[src/rtl/edgcol_hb_walker.sv]
// Xedgcol hardware-block responder: on HBStart walks the Bresenham line between two
// stored endpoints, reading one occupancy cell per step, and reports collision/cell count.
module edgcol_hb_walker #(
    parameter int COORD_WIDTH = 4,
    parameter int CNT_WIDTH   = 16
) (
    input  logic                     clk,
    input  logic                     rst,
    input  logic                     edgcolWrEna,
    input  logic                     wrSel,
    input  logic [31:0]              wrData,
    input  logic                     HBStart,
    output logic                     HBDone,
    output logic                     occRe,
    output logic [2*COORD_WIDTH-1:0] occAddr,
    input  logic                     occData,
    output logic [31:0]              hbResult,
    output logic                     busy
);

    localparam int EW = COORD_WIDTH + 3;
    localparam logic [COORD_WIDTH-1:0] ONE_C  = COORD_WIDTH'(1);
    localparam logic [CNT_WIDTH-1:0]   ONE_N  = CNT_WIDTH'(1);
    localparam logic signed [EW-1:0]   ZERO_E = '0;

    typedef enum logic [2:0] {S_IDLE, S_INIT, S_READ, S_CHECK, S_DONE} state_t;

    state_t                  r_state;
    logic [COORD_WIDTH-1:0]  r_p0x, r_p0y, r_p1x, r_p1y;
    logic [COORD_WIDTH-1:0]  r_x, r_y, r_x1, r_y1;
    logic signed [EW-1:0]    r_dx, r_dy, r_err;
    logic                    r_sx_pos, r_sy_pos;
    logic [CNT_WIDTH-1:0]    r_cnt;

    logic signed [EW-1:0]    w_x0s, w_y0s, w_x1s, w_y1s;
    logic signed [EW-1:0]    w_dx_init, w_ady_init, w_dy_init;
    logic signed [EW-1:0]    w_e2, w_err_next;
    logic                    w_stepx, w_stepy, w_at_end;
    logic [COORD_WIDTH-1:0]  w_x_next, w_y_next;
    logic [CNT_WIDTH-1:0]    w_cnt_inc;

    function automatic logic [31:0] pack_result(input logic [CNT_WIDTH-1:0] cnt,
                                                input logic col);
        logic [31:0] r;
        r = '0;
        r[16 +: CNT_WIDTH] = cnt;
        r[0] = col;
        return r;
    endfunction

    assign w_x0s = signed'({3'b000, r_p0x});
    assign w_y0s = signed'({3'b000, r_p0y});
    assign w_x1s = signed'({3'b000, r_p1x});
    assign w_y1s = signed'({3'b000, r_p1y});

    assign w_dx_init  = (w_x1s >= w_x0s) ? (w_x1s - w_x0s) : (w_x0s - w_x1s);
    assign w_ady_init = (w_y1s >= w_y0s) ? (w_y1s - w_y0s) : (w_y0s - w_y1s);
    assign w_dy_init  = -w_ady_init;

    // Both step decisions compare against the pre-step error term.
    assign w_e2       = r_err <<< 1;
    assign w_stepx    = (w_e2 >= r_dy);
    assign w_stepy    = (w_e2 <= r_dx);
    assign w_err_next = r_err + (w_stepx ? r_dy : ZERO_E) + (w_stepy ? r_dx : ZERO_E);
    assign w_x_next   = !w_stepx ? r_x : (r_sx_pos ? r_x + ONE_C : r_x - ONE_C);
    assign w_y_next   = !w_stepy ? r_y : (r_sy_pos ? r_y + ONE_C : r_y - ONE_C);
    assign w_at_end   = (r_x == r_x1) && (r_y == r_y1);
    assign w_cnt_inc  = (&r_cnt) ? r_cnt : r_cnt + ONE_N;

    always_ff @(posedge clk or posedge rst) begin
        if (rst) begin
            r_p0x <= '0;
            r_p0y <= '0;
            r_p1x <= '0;
            r_p1y <= '0;
        end else if (edgcolWrEna) begin
            if (wrSel) begin
                r_p1x <= wrData[COORD_WIDTH-1:0];
                r_p1y <= wrData[16 +: COORD_WIDTH];
            end else begin
                r_p0x <= wrData[COORD_WIDTH-1:0];
                r_p0y <= wrData[16 +: COORD_WIDTH];
            end
        end
    end

    // Walk datapath: working copies taken in INIT so endpoint writes cannot disturb a walk.
    always_ff @(posedge clk) begin
        if (r_state == S_INIT) begin
            r_x      <= r_p0x;
            r_y      <= r_p0y;
            r_x1     <= r_p1x;
            r_y1     <= r_p1y;
            r_dx     <= w_dx_init;
            r_dy     <= w_dy_init;
            r_err    <= w_dx_init + w_dy_init;
            r_sx_pos <= (r_p0x < r_p1x);
            r_sy_pos <= (r_p0y < r_p1y);
        end else if (r_state == S_CHECK && !occData && !w_at_end) begin
            r_x   <= w_x_next;
            r_y   <= w_y_next;
            r_err <= w_err_next;
        end
    end

    always_ff @(posedge clk or posedge rst) begin
        if (rst) begin
            r_state  <= S_IDLE;
            r_cnt    <= '0;
            HBDone   <= 1'b0;
            occRe    <= 1'b0;
            occAddr  <= '0;
            hbResult <= '0;
            busy     <= 1'b0;
        end else begin
            HBDone <= 1'b0;
            occRe  <= 1'b0;
            case (r_state)
                S_IDLE: begin
                    if (HBStart) begin
                        r_state <= S_INIT;
                        busy    <= 1'b1;
                    end
                end
                S_INIT: begin
                    r_cnt    <= '0;
                    hbResult <= '0;
                    occRe    <= 1'b1;
                    occAddr  <= {r_p0y, r_p0x};
                    r_state  <= S_READ;
                end
                S_READ: begin
                    r_state <= S_CHECK;
                end
                S_CHECK: begin
                    r_cnt <= w_cnt_inc;
                    if (occData || w_at_end) begin
                        HBDone   <= 1'b1;
                        hbResult <= pack_result(w_cnt_inc, occData);
                        r_state  <= S_DONE;
                    end else begin
                        occRe   <= 1'b1;
                        occAddr <= {w_y_next, w_x_next};
                        r_state <= S_READ;
                    end
                end
                S_DONE: begin
                    busy    <= 1'b0;
                    r_state <= S_IDLE;
                end
                default: begin
                    busy    <= 1'b0;
                    r_state <= S_IDLE;
                end
            endcase
        end
    end

endmodule

[config.mk]
export PLATFORM = sky130hd
export DESIGN_NAME = edgcol_hb_walker
export DESIGN_NICKNAME = d
export VERILOG_FILES = /design/src/rtl/edgcol_hb_walker.sv
export SDC_FILE = /design/constraint.sdc
export NUM_CORES = 1
export LEC_CHECK = 0
export ABC_AREA = 1
export BUFFER_PORTS_ARGS = -buffer_cell sky130_fd_sc_hd__buf_4
export CAP_MARGIN = 10
export CELL_PAD_IN_SITES_DETAIL_PLACEMENT = 0
export CELL_PAD_IN_SITES_GLOBAL_PLACEMENT = 1
export CORE_MARGIN = 2
export CORE_UTILIZATION = 41
export CTS_BUF_LIST = sky130_fd_sc_hd__clkbuf_8
export DETAILED_ROUTE_END_ITERATION = 16
export PLACE_DENSITY_LB_ADDON = 0.1
export SYNTH_ARGS = -nofsm -noshare
export SYNTH_HDL_FRONTEND = slang
export SYNTH_SLANG_ARGS = --single-unit
[constraint.sdc]
create_clock -name clk -period 3.65 [get_ports clk]
set_clock_uncertainty 0.05 [all_clocks]
set_input_delay 0.5475 -clock clk [delete_from_list [all_inputs] [get_ports clk]]
set_output_delay 0.5475 -clock clk [all_outputs]
set_load 0.005 [all_outputs]
==> results.tsv, run 1 <==
metric	value	unit
syn_inst	719	
hpwlAfterDp	11.11	mm
place_congestion	0.8817	
period_share	0.9753	
synth_area_leaders	dfrtp_1 (25%), edfxtp_1 (17%), ha_1 (8.4%), nand2_1 (7.9%), o21ai_0 (7.0%)	
arrival	3640	ps
die_y	127.6	um
post-route-util	0.4776	
antenna_found_initial	0	
maxSlewViolCount	0	
path_common_cell	nand2_1	
dieArea	16280	sq um
core_area	15090	sq um
power_density	962.8	nW/um^2
yosys-top-cells-count	nand2_1 (131), inv_1 (111), o21ai_0 (88)	
crit_slowest_cell	fa_1	
final_nets	879	
synth-edff-count	36	
grt_pass1_wl	23.81	mm
rsz0062_at_grt	true	
slew_headroom	0.5182	
ys_types	54	
p_leak	3.457	nW
drt_iter0_markers	223	
fmax	280.9	MHz
critPathLaunchType	register	
worst_pin_slew	720.9	ps
synth_ff_type	dfrtp_1	
post-place-ws	-45.89	ps
grt.overflow.total	0	
outcome	complete, no violations	
cp_cell_sequence	buf_6, ha_4, a21o_1, a21oi_2, nor2_1, o21bai_2, nand2_2, nor2_4, fa_1, ha_2, inv_2, fa_2, nor2_1, o21ai_1, and2_4, inv_2, nand2_2, nand3b_1, nand2_1, nand2_1, nand2_1	
seq_area_frac_synth	0.4244	
cp-end-kind	register	
wirelength	14.30	mm
rows	45	
die_w	127.6	um
crit_family	adder cells	
ir_drop	0.0003421	V
area_growth	15.08	%
layout_setup_ws	90.26	ps
vias	4767	
first_pass_iters	5	
place_area	6868	sq um
crit_type	register to register	
io_buffers	41	
hp-class	input pin to asynchronous set/reset pin	
syn-mean-instance-area	8.710	sq um
grt_max_degree	43	
cts_max_level	3	
synth_warnings	0	
finalSetupViolations	0	
required	3730	ps
totalPowerFinal	0.006939	W
async_reset_ff_frac	0.6364	
synth_area	6262	sq um
worst-path-buf-inv	3	
cts-root-buf	clkbuf_8	
numCtsBuffers	9	
stdcell_area	7207	sq um
rrSetupSlack	90	ps
synth_top_cell_area_share	0.2517	
startpoint	r_err[1]$_DFFE_PP_	
cts.clk_slew.worst_paths	100	ps
antenna_cells	0	
synth.most_common_cell	nand2_1	
cts_tree	done	
path_max_fanout	4	
final-hold-violation-count	0	
antenna_left	0	
ys_ff_latch	99	
viasPerCell	4.869	
io_pins	81	
clk_latency	380	ps
period_needed	3560	ps
drv_cap	0	
clock_sinks	99	
slowest_delay	550	ps
wire_per_inst	14.60	um
drc	0	
start_util	0.4150	
first_global_vias	4683	
layout-drive-gt1-share	0.1896	
yosysTopAreaCell	dfrtp_1	
r2r-start	r_err[1]$_DFFE_PP_	
cts_buffer_depth	2	
grt_use_total	0.1859	
routing by layer:
metal / vias to the layer above / routed length, um / global-route usage
li1: 2447 / - / -
met3: 13 / 468 / 0.02554
met4: 0 / 190 / 0.06076
met2: 92 / 6136 / 0.2715
met1: 2215 / 7503 / 0.2838
met5: - / 0 / 0
cells in the final DEF (no fill, tap or decap), types with 17 or more instances in the layout:
cell      Yosys  layout
nand2_1     131     129
inv_1       111     107
nand3_1      23      21
dfrtp_1      63      63
edfxtp_1     36      36
a21oi_1      26      24
buf_4        15      69
ha_1         42      37
nor2_1       37      34
o21ai_1      15      17
o21ai_0      88      86
logic make-up after synthesis:
kind of cell               after synthesis  share of synthesized area
adders and majority gates               55                     0.1255
xor gates and xnor gates                24                    0.03357
AOI/OAI and AO/OA                      155                     0.1369
DFF                                     99                     0.4244
buffers and inverters                  144                     0.1003
and+or+nand+nor                        240                     0.1770
other                                    1                  0.0005988
muxes                                    1                   0.001798
state kept, by name (all words and copies together) (netlist names), 3 cells and up:
name	cells
hbResult	17
occAddr	8
r_cnt	16
r_dx	5
r_dy	7
r_err	6
r_p0x	4
r_p0y	4
r_p1x	4
r_p1y	4
r_state	3
r_x	4
r_x1	4
r_y	4
r_y1	4
final timing paths:
path	endpoint	depth (start not counted)
min in group clk	busy$_DFFE_PP0P_	3
hold / removal	occAddr[5]$_DFFE_PP0P_	2
setup / recovery	r_err[5]$_DFFE_PP_	21
setup reg to reg	r_err[5]$_DFFE_PP_	21
max in group asynchronous	occAddr[0]$_DFFE_PP0P_	3
hold reg to reg	busy$_DFFE_PP0P_	2
layout make-up:
class                      instances  area (sq um)
clock inverter                     6         65.06
multi-input combinational        490          3132
inverter                         116         450.4
tap                              188         235.2
clock buffer                      10         137.6
sequential                        99          2658
timing repair buffer              70         529.3
fill                            1483          7883
per-stage QoR:
step / std cells / setup TNS (ps) / hold WS [ps]
2_1_floorplan: 733 / 0 / 405.7
3_3_place_gp: 959 / 0 / 410.1
3_5_place_dp: 959 / -45.89 / 413.5
4_1_cts: 975 / 0 / 118.9
5_1_grt: 979 / -113.5 / 144.0
6_report: 979 / 0 / 122.7
power by group:
part	switching, W	internal, W	total, W
logic	0.00247	0.00187	0.00434
clock network	0.000399	0.000337	0.000736
registers	0.000217	0.00164	0.00186
timing repair:
action | 4_1_cts | 5_1_grt
hold buffers | 0 | 0
gates resized for setup | 3 | 24
endpoints found under the setup margin | 1 | 3
buffers inserted | 0 | 4
pin swaps | 0 | 21
(Power assumes the default switching activity.)
==> inputs of run 2 (changes only) <==
Settings changed: PLACE_DENSITY set to 0.77, PLACE_DENSITY_LB_ADDON 0.1 to unset.
==> results.tsv, run 2 (synthesis gave the netlist of run 1 again) <==
metric	value	unit
wire_per_inst	14.19	um
layoutNonFillerInstCount	974	
viasPerCell	4.929	
die_y	127.6	um
p_sw	0.003071	W
reg_top3	hbResult (17), r_cnt (16), occAddr (8)	
slew_headroom	0.4396	
grt_use_total	0.1785	
critPathLaunchType	register	
comb_power_share	0.625	
antenna_cells	0	
first_global_vias	4790	
numCtsBuffers	9	
place_inst	956	
drv_cap	0	
clockPowerShare	0.098	
period_share	0.9681	
io_buffers	41	
final_cell_mix	nand2_1 (128), inv_1 (108), o21ai_0 (86), buf_4 (64), dfrtp_1 (63)	
outcome	complete, no violations	
first_pass_iters	4	
wirelength	13.82	mm
worst_pin_slew	838.6	ps
drc	0	
regMostFlops	hbResult	
antenna_left	0	
path_max_fanout	5	
maxSlewViolCount	0	
cts_buffer_depth	2	
period_needed	3534	ps
cts.clk_slew.worst_paths	110	ps
vias	4801	
final_nets	874	
cts-root-buf	clkbuf_8	
grt.overflow.total	0	
grt_pass1_wl	22.97	mm
seq_power_share	0.277	
area_growth	14.09	%
hpwlAfterDp	10.65	mm
start_util	0.4150	
finalSetupTns	0	ps
core_area	15090	sq um
arrival	3620	ps
switching_share	0.4536	
finalSetupViolations	0	
place_congestion	0.8422	
whs	325.9	ps
final-hold-violation-count	0	
drt_iter0_markers	248	
antenna_found_initial	0	
cts_tree	done	
grt_max_degree	64	
hp-class	input pin to asynchronous set/reset pin	
rows	45	
ir_drop	0.0004590	V
clock_sinks	99	
power_density	947.7	nW/um^2
p_int	0.003700	W
totalPowerFinal	0.006771	W
dieArea	16280	sq um
crit_type	register to register	
p_leak	3.427	nW
layout-drive-gt1-share	0.1832	
clk_latency	390	ps
cts_max_level	3	
fmax	283.0	MHz
rsz0062_at_grt	true	
final_common_cell	nand2_1	
largest_reg_flops	17	
io_pins	81	
die_w	127.6	um
cp-end-kind	register	
required	3740	ps
## run 2: worst paths after layout
path	startpoint	endpoint	slack, ps	depth (start not counted)
max	r_err[1]$_DFFE_PP_	r_err[5]$_DFFE_PP_	120	22
min	rst	occAddr[4]$_DFFE_PP0P_	330	3
max reg2reg	r_err[1]$_DFFE_PP_	r_err[5]$_DFFE_PP_	120	22
min reg2reg	busy$_DFFE_PP0P_	busy$_DFFE_PP0P_	440	2
max in group asynchronous	rst	r_p0x[0]$_DFFE_PP0P_	2670	3
min in group clk	occData	hbResult[0]$_DFFE_PP0P_	360	2
## run 2: metrics by stage
stage | utilization | area, sq um | worst slack, ps
2_1_floorplan | - | 6315 | 172.3
3_3_place_gp | 0.4536 | 6845 | -20.06
3_5_place_dp | 0.4536 | 6845 | -148.6
4_1_cts | 0.4673 | 7052 | 11.83
5_1_grt | 0.4735 | 7144 | -117.9
6_report | 0.4735 | 7144 | 116.4
## run 2: layout make-up
class / count / area [sq um]
clock buffer: 9 / 123.9
clock inverter: 7 / 52.55
fill: 1432 / 7945
inverter: 116 / 455.4
multi-input combinational: 490 / 3128
sequential: 99 / 2658
tap: 188 / 235.2
timing repair buffer: 65 / 491.7
## run 2: power by group through the flow
stage	clock network [W]	registers (W)	logic, W
global placement	0	0.00188	0.00382
global route	0.000718	0.00191	0.00482
CTS	0.000678	0.00187	0.00404
finish	0.000662	0.00188	0.00423
floorplan	0	0.00184	0.00278
detailed placement	0	0.00189	0.00393
## run 2: critical path, stage by stage (launching register included)
cell	delay, ps
edfxtp_1	460
ha_4	320
nand2_2	50
o21ai_2	110
nand4_1	90
nand2_1	90
or2_4	120
nand2_4	60
inv_6	80
nor2_4	50
fa_1	570
ha_2	190
inv_2	40
fa_2	330
nor2_1	100
o21ai_1	80
and2_4	150
inv_2	40
nand2_2	50
nand3b_1	80
nand2_1	60
nand2_1	60
nand2_1	70
## run 2: timing repair
action / 4_1_cts / 5_1_grt
setup endpoints to repair: 1 / 1
buffers inserted: 0 / 2
resized for setup: 12 / 18
hold buffers: 0 / 0
cloned: 0 / 0
pin swaps: 5 / 10
## run 2: layer usage
layer  vias to the layer above  track usage  wire, um
li1                       2432            -         -
met1                      2274       0.2347      6514
met2                        84       0.2995      6757
met3                        11      0.03057       390
met4                         0      0.06076       155
met5                         -            0         0
